<file path="config.mk">
export PLATFORM = sky130hd
export DESIGN_NAME = id_ex_operand_stage
export DESIGN_NICKNAME = d
export VERILOG_FILES = /design/src/rtl/id_ex_operand_stage.sv
export SDC_FILE = /design/constraint.sdc
export NUM_CORES = 1
export LEC_CHECK = 0
export ABC_AREA = 1
export BUFFER_PORTS_ARGS = -buffer_cell sky130_fd_sc_hd__buf_2
export CAP_MARGIN = 20
export CORE_UTILIZATION = 51
export DETAILED_ROUTE_END_ITERATION = 16
export GPL_ROUTABILITY_DRIVEN = 0
export GPL_TIMING_DRIVEN = 0
export PLACE_DENSITY_LB_ADDON = 0.25
export SYNTH_ARGS = -nofsm -noshare
export SYNTH_HDL_FRONTEND = slang
export SYNTH_SLANG_ARGS = --single-unit
</file>
<file path="constraint.sdc">
create_clock -name clk -period 6.22 [get_ports clk]
set_input_delay 0.933 -clock clk [delete_from_list [all_inputs] [get_ports clk]]
set_output_delay 0.933 -clock clk [all_outputs]
set_load 0.005 [all_outputs]
</file>
<file path="src/rtl/id_ex_operand_stage.sv">
// id_ex_operand_stage: ID/EX register with operand forwarding, load-use bubbles and hold/flush
module id_ex_operand_stage #(
   parameter int CNT_W  = 16,
   parameter bit FWD_EN = 1'b1
) (
   input  logic             clk,
   input  logic             reset,
   input  logic             id_valid,
   input  logic [4:0]       id_ALUCtrl,
   input  logic             id_Sign,
   input  logic [4:0]       id_rs,
   input  logic [4:0]       id_rt,
   input  logic [31:0]      id_rs_data,
   input  logic [31:0]      id_rt_data,
   input  logic [4:0]       id_rd_dst,
   input  logic [15:0]      id_imm16,
   input  logic [4:0]       id_shamt,
   input  logic             id_ALUSrc1,
   input  logic             id_ALUSrc2,
   input  logic             id_ExtOp,
   input  logic             id_LuOp,
   input  logic             id_RegWrite,
   input  logic             id_MemRead,
   input  logic             mem_RegWrite,
   input  logic [4:0]       mem_rd,
   input  logic [31:0]      mem_result,
   input  logic             wb_RegWrite,
   input  logic [4:0]       wb_rd,
   input  logic [31:0]      wb_data,
   input  logic             hold,
   input  logic             flush,
   output logic             stall_id,
   output logic             ex_valid,
   output logic [4:0]       ex_ALUCtrl,
   output logic             ex_Sign,
   output logic [31:0]      ex_in1,
   output logic [31:0]      ex_in2,
   output logic [31:0]      ex_rt_fwd,
   output logic [4:0]       ex_rd_dst,
   output logic             ex_RegWrite,
   output logic             ex_MemRead,
   output logic [CNT_W-1:0] stall_count
);
   typedef struct packed {
      logic        valid;
      logic [4:0]  alu;
      logic        sign;
      logic [4:0]  rs;
      logic [4:0]  rt;
      logic [31:0] rs_data;
      logic [31:0] rt_data;
      logic [4:0]  rd;
      logic [31:0] imm;
      logic [4:0]  shamt;
      logic        src1;
      logic        src2;
      logic        rw;
      logic        mr;
   } ex_t;

   ex_t              ex_q, ex_d, id_rec;
   logic [CNT_W-1:0] cnt_q, cnt_d;
   logic [31:0]      imm_ext, fwd_rs, fwd_rt;
   logic             luse;

   // next-state selection: hold freezes, flush/load-use/empty ID insert a bubble
   always_comb begin
      imm_ext  = id_LuOp ? {id_imm16, 16'h0000} : {{16{id_ExtOp & id_imm16[15]}}, id_imm16};
      id_rec   = {id_valid, id_ALUCtrl, id_Sign, id_rs, id_rt, id_rs_data, id_rt_data, id_rd_dst,
                  imm_ext, id_shamt, id_ALUSrc1, id_ALUSrc2, id_RegWrite, id_MemRead};
      luse     = id_valid & ex_q.valid & ex_q.mr & (|ex_q.rd) & (ex_q.rd == id_rs | ex_q.rd == id_rt);
      stall_id = hold | (luse & ~flush);
      ex_d     = hold ? ex_q : (flush | luse | ~id_valid) ? '0 : id_rec;
      cnt_d    = (~hold & ~flush & luse & ~&cnt_q) ? cnt_q + CNT_W'(1) : cnt_q;
   end

   // operand forwarding: EX/MEM beats MEM/WB, register 0 is never forwarded
   always_comb begin
      fwd_rs = (FWD_EN && |ex_q.rs && mem_RegWrite && mem_rd == ex_q.rs) ? mem_result :
               (FWD_EN && |ex_q.rs && wb_RegWrite && wb_rd == ex_q.rs) ? wb_data : ex_q.rs_data;
      fwd_rt = (FWD_EN && |ex_q.rt && mem_RegWrite && mem_rd == ex_q.rt) ? mem_result :
               (FWD_EN && |ex_q.rt && wb_RegWrite && wb_rd == ex_q.rt) ? wb_data : ex_q.rt_data;
   end

   // pipeline register and saturating bubble counter
   always_ff @(posedge clk or posedge reset) begin
      if (reset) begin
         ex_q  <= '0;
         cnt_q <= '0;
      end else begin
         ex_q  <= ex_d;
         cnt_q <= cnt_d;
      end
   end

   assign ex_valid    = ex_q.valid;
   assign ex_ALUCtrl  = ex_q.alu;
   assign ex_Sign     = ex_q.sign;
   assign ex_in1      = ex_q.src1 ? {27'b0, ex_q.shamt} : fwd_rs;
   assign ex_in2      = ex_q.src2 ? ex_q.imm : fwd_rt;
   assign ex_rt_fwd   = fwd_rt;
   assign ex_rd_dst   = ex_q.rd;
   assign ex_RegWrite = ex_q.rw;
   assign ex_MemRead  = ex_q.mr;
   assign stall_count = cnt_q;
endmodule

</file>
==> impl_summary.txt <==
----------------------------------------------------
[Status]
  Status ... complete, no violations

[Synth]
  Fraction of synthesized cell area taken by the top area cell type ... 39.2%
  Synth cell types ... 30
  Most used DFF post-synth ... dfrtp_1
  Synthesis warning total ... 0
  Synth Cell Area ... 0.00913 sq mm
  #FFs+latches synth ... 143
  Cell taking the most area after synthesis ... dfrtp_1
  Fraction of the yosys area taken by sequential cells ... 39.2%
  Average cell area after synthesis ... 6.77 sq um
  Fraction of registers with async set or reset after synthesis ... 100%
  Synth Instances ... 1349
  Number of enable-type register cells in the synthesized netlist ... 0
  Leading post-synthesis cells by cell area ... dfrtp_1 39%, nand2_1 19%, nand3_1 16%
  Net count of the mapped netlist ... 1543
  Cell types with the highest counts after synthesis ... 470 x nand2_1, 288 x nand3_1, 143 x dfrtp_1, 101 x inv_1, 63 x o21ai_0
  Top-count cell post-synth ... nand2_1

[Drt]
  Number of nets with antenna violations after routing ... 0
  Iteration count of the initial detailed-routing pass ... 6
  DRC violation count after routing ... 0
  Via density per instance ... 5.48
  Iter 0 DRT Violations ... 1180
  Sum of routed wire length over all layers ... 33.5 mm
  Final routed wire length divided by cell count ... 17.4 microns
  Via count ... 10600

[Floorplanning]
  Die outline area ... 0.0184 sq mm
  Total core area ... 0.0174 sq mm
  Number of core rows ... 48
  Number of I/O pins ... 320
  Die height ... 136 microns
  Initial cell density of the core ... 52.4%
  Chip Width ... 136 microns

[Power]
  Leak pwr ... 6.77 nW
  Worst voltage drop across the vdd grid ... 0.215 mV
  Power per standard cell area ... 218 mW/mm^2
  Total power of the final layout ... 2.54 mW

[Clock network]
  Clock sink count ... 143
  CTS tree ... yes
  H-tree depth ... 4
  Total CTS buffers ... 17
  Longest Clk Path Bufs ... 2
  Root buf cell ... clkbuf_16
  Clock latency at the later pin of the worst-skew pair ... 0.43 ns
  CTS clk-pin slew, worst paths ... 0.06 ns
  Number of buffers inserted for hold repair after clock tree synthesis ... 0
  Post-CTS Setup Inserts ... 0
  Number of cells upsized or downsized after cts ... 0

[Timing]
  Clock period minus worst slack ... 3.52 ns
  Top achievable clock speed ... 284 MHz
  Setup-failing EPs final ... 0
  Pins over their slew limit ... 0
  Clock skew ... 0.0112 ns
  Number of hold violations in the final report ... 0
  Setup repair after global routing missed its margin ... false
  Worst slew slack as a fraction of its limit ... 38.7%
  Crit share post-route ... 56.6%
  Transition time at the pin with the least slew margin ... 0.915 ns

[Layout]
  Sequential cell area in the final layout ... 0.00358 sq mm
  Share of layout cells above drive strength 1 ... 27.7%
  Number of fillers in the final layout ... 1563
  Net count, final ... 1882
  Area of combinational cells with multiple inputs ... 0.00462 sq mm
  Area growth, synth to finish ... 27.7%
  Post-route standard cell area excluding fillers ... 0.0117 sq mm

[Global routing]
  Via count of the first global-routing pass ... 9536
  Global-route wire length before repair ... 50.2 mm
  Pin count of the biggest net entering global routing ... 93
  Final global-route overflow total ... 0
  Number of antenna violations at the first check in global routing ... 4
  Global-route total usage across every layer ... 36.1%

[Worst setup path]
  CP arrival ... 2.59 ns
  Largest fanout on the critical path ... 10
  Startpoint type of the worst setup path ... input pin
  Type of the setup path with the least slack ... in -> out
  Worst Setup End Kind ... primary output
  Required arrival time at the worst endpoint ... 5.29 ns

[Place]
  Post-DP HPWL ... 25.6 mm
  Total of buffers placed on input and output ports ... 319
  Placed Instance Area ... 0.0110 sq mm

[Run]
  Max_cap viols ... 0

[Min path]
  Tightest Hold Check Type ... reg -> reg

----------------------------------------------------
==> placed cells by master (no fill, tap or decap), types with 32 or more instances in the layout <==
master,instances
and2_1,32
inv_1,100
o21ai_1,32
nand2_1,470
clkbuf_1,35
o21ai_0,63
buf_2,357
nand3_1,288
nand2_2,36
dfrtp_1,143
==> critical path, cell delays in order <==
cell and delay [ns]:
buf_2 0.13, xnor2_1 0.15, nand2_1 0.08, nor2_2 0.35, clkbuf_1 0.45, nand3_1 0.14
nand3_1 0.12, inv_1 0.09, buf_2 0.13
==> path summary, 6_finish.rpt <==
kind / slack (ns) / end / cells past startpoint / start
hold / removal: 0.48 / ex_q[58]$_DFFE_PP0N_ / 2 / ex_q[58]$_DFFE_PP0N_
setup reg to reg: 4.38 / ex_q[46]$_DFFE_PP0N_ / 9 / ex_rd_dst[0]$_DFFE_PP0N_
setup / recovery: 2.70 / ex_in1[11] / 9 / mem_rd[4]
max in group asynchronous: 4.87 / ex_q[46]$_DFFE_PP0N_ / 3 / reset
min in group asynchronous: 0.55 / ex_q[99]$_DFFE_PP0N_ / 2 / reset
hold reg to reg: 0.48 / ex_q[58]$_DFFE_PP0N_ / 2 / ex_q[58]$_DFFE_PP0N_
==> state kept, by name (all words and copies together), names as in the netlist <==
signal,flops
ex_q,113
ex_MemRead,1
ex_rd_dst,5
stall_count,16
ex_Sign,1
ex_valid,1
ex_RegWrite,1
ex_ALUCtrl,5
==> where the power goes <==
| group | total, mW | internal, mW | leakage, nW | switching, mW |
|---|---|---|---|---|
| registers | 1.01 | 0.975 | 1.94 | 0.0332 |
| logic | 0.449 | 0.172 | 4.53 | 0.277 |
| clock network | 1.08 | 0.640 | 0.299 | 0.444 |
==> through the flow <==
| stage | hold WS (ns) | setup TNS [ns] | utilization [%] | worst slack, ns | instances |
|---|---|---|---|---|---|
| final | 0.476 | 0 | 66.9 | 2.70 | 1929 |
| after global routing | 0.488 | 0 | 66.9 | 2.58 | 1927 |
| after CTS | 0.477 | 0 | 66.9 | 2.70 | 1926 |
| after detailed placement | 0.460 | 0 | 63.4 | 2.73 | 1894 |
| after global placement | 0.457 | -25.28 | 63.2 | -0.186 | 1893 |
| after floorplan | 0.443 | 0 | - | 1.45 | 1349 |
==> per-layer routing <==
layer	global-route usage, %	routed length, microns	vias up
li1	-	-	5007
met1	47.0	13300	4855
met2	58.0	15700	610
met3	9.17	3450	91
met4	12.9	1060	4
met5	0	27	-
==> cell type report <==
cell class,instances,area share [%]
well taps,225,2.41
clock buffers,18,3.68
inverters,113,3.68
flip-flops and latches,143,30.7
repair buffers,320,13.9
multi-input cells,998,39.6
plain buffers,95,4.34
clock inverters,14,1.57
diodes,3,0.0644
==> kinds of logic (layout without fill, tap and decap cells) <==
group / count (synthesis) / after routing / synth area share (%)
and+or+nand+nor: 873 / 873 / 42.7
adders and majority gates: 1 / 1 / 0.137
DFF: 143 / 143 / 39.2
other: 0 / 3 / 0
buffers and inverters: 208 / 560 / 10.2
AOI/OAI and AO/OA: 104 / 104 / 5.85
xor gates and xnor gates: 20 / 20 / 1.92
No activity file was read; power rests on OpenSTA's default activity.
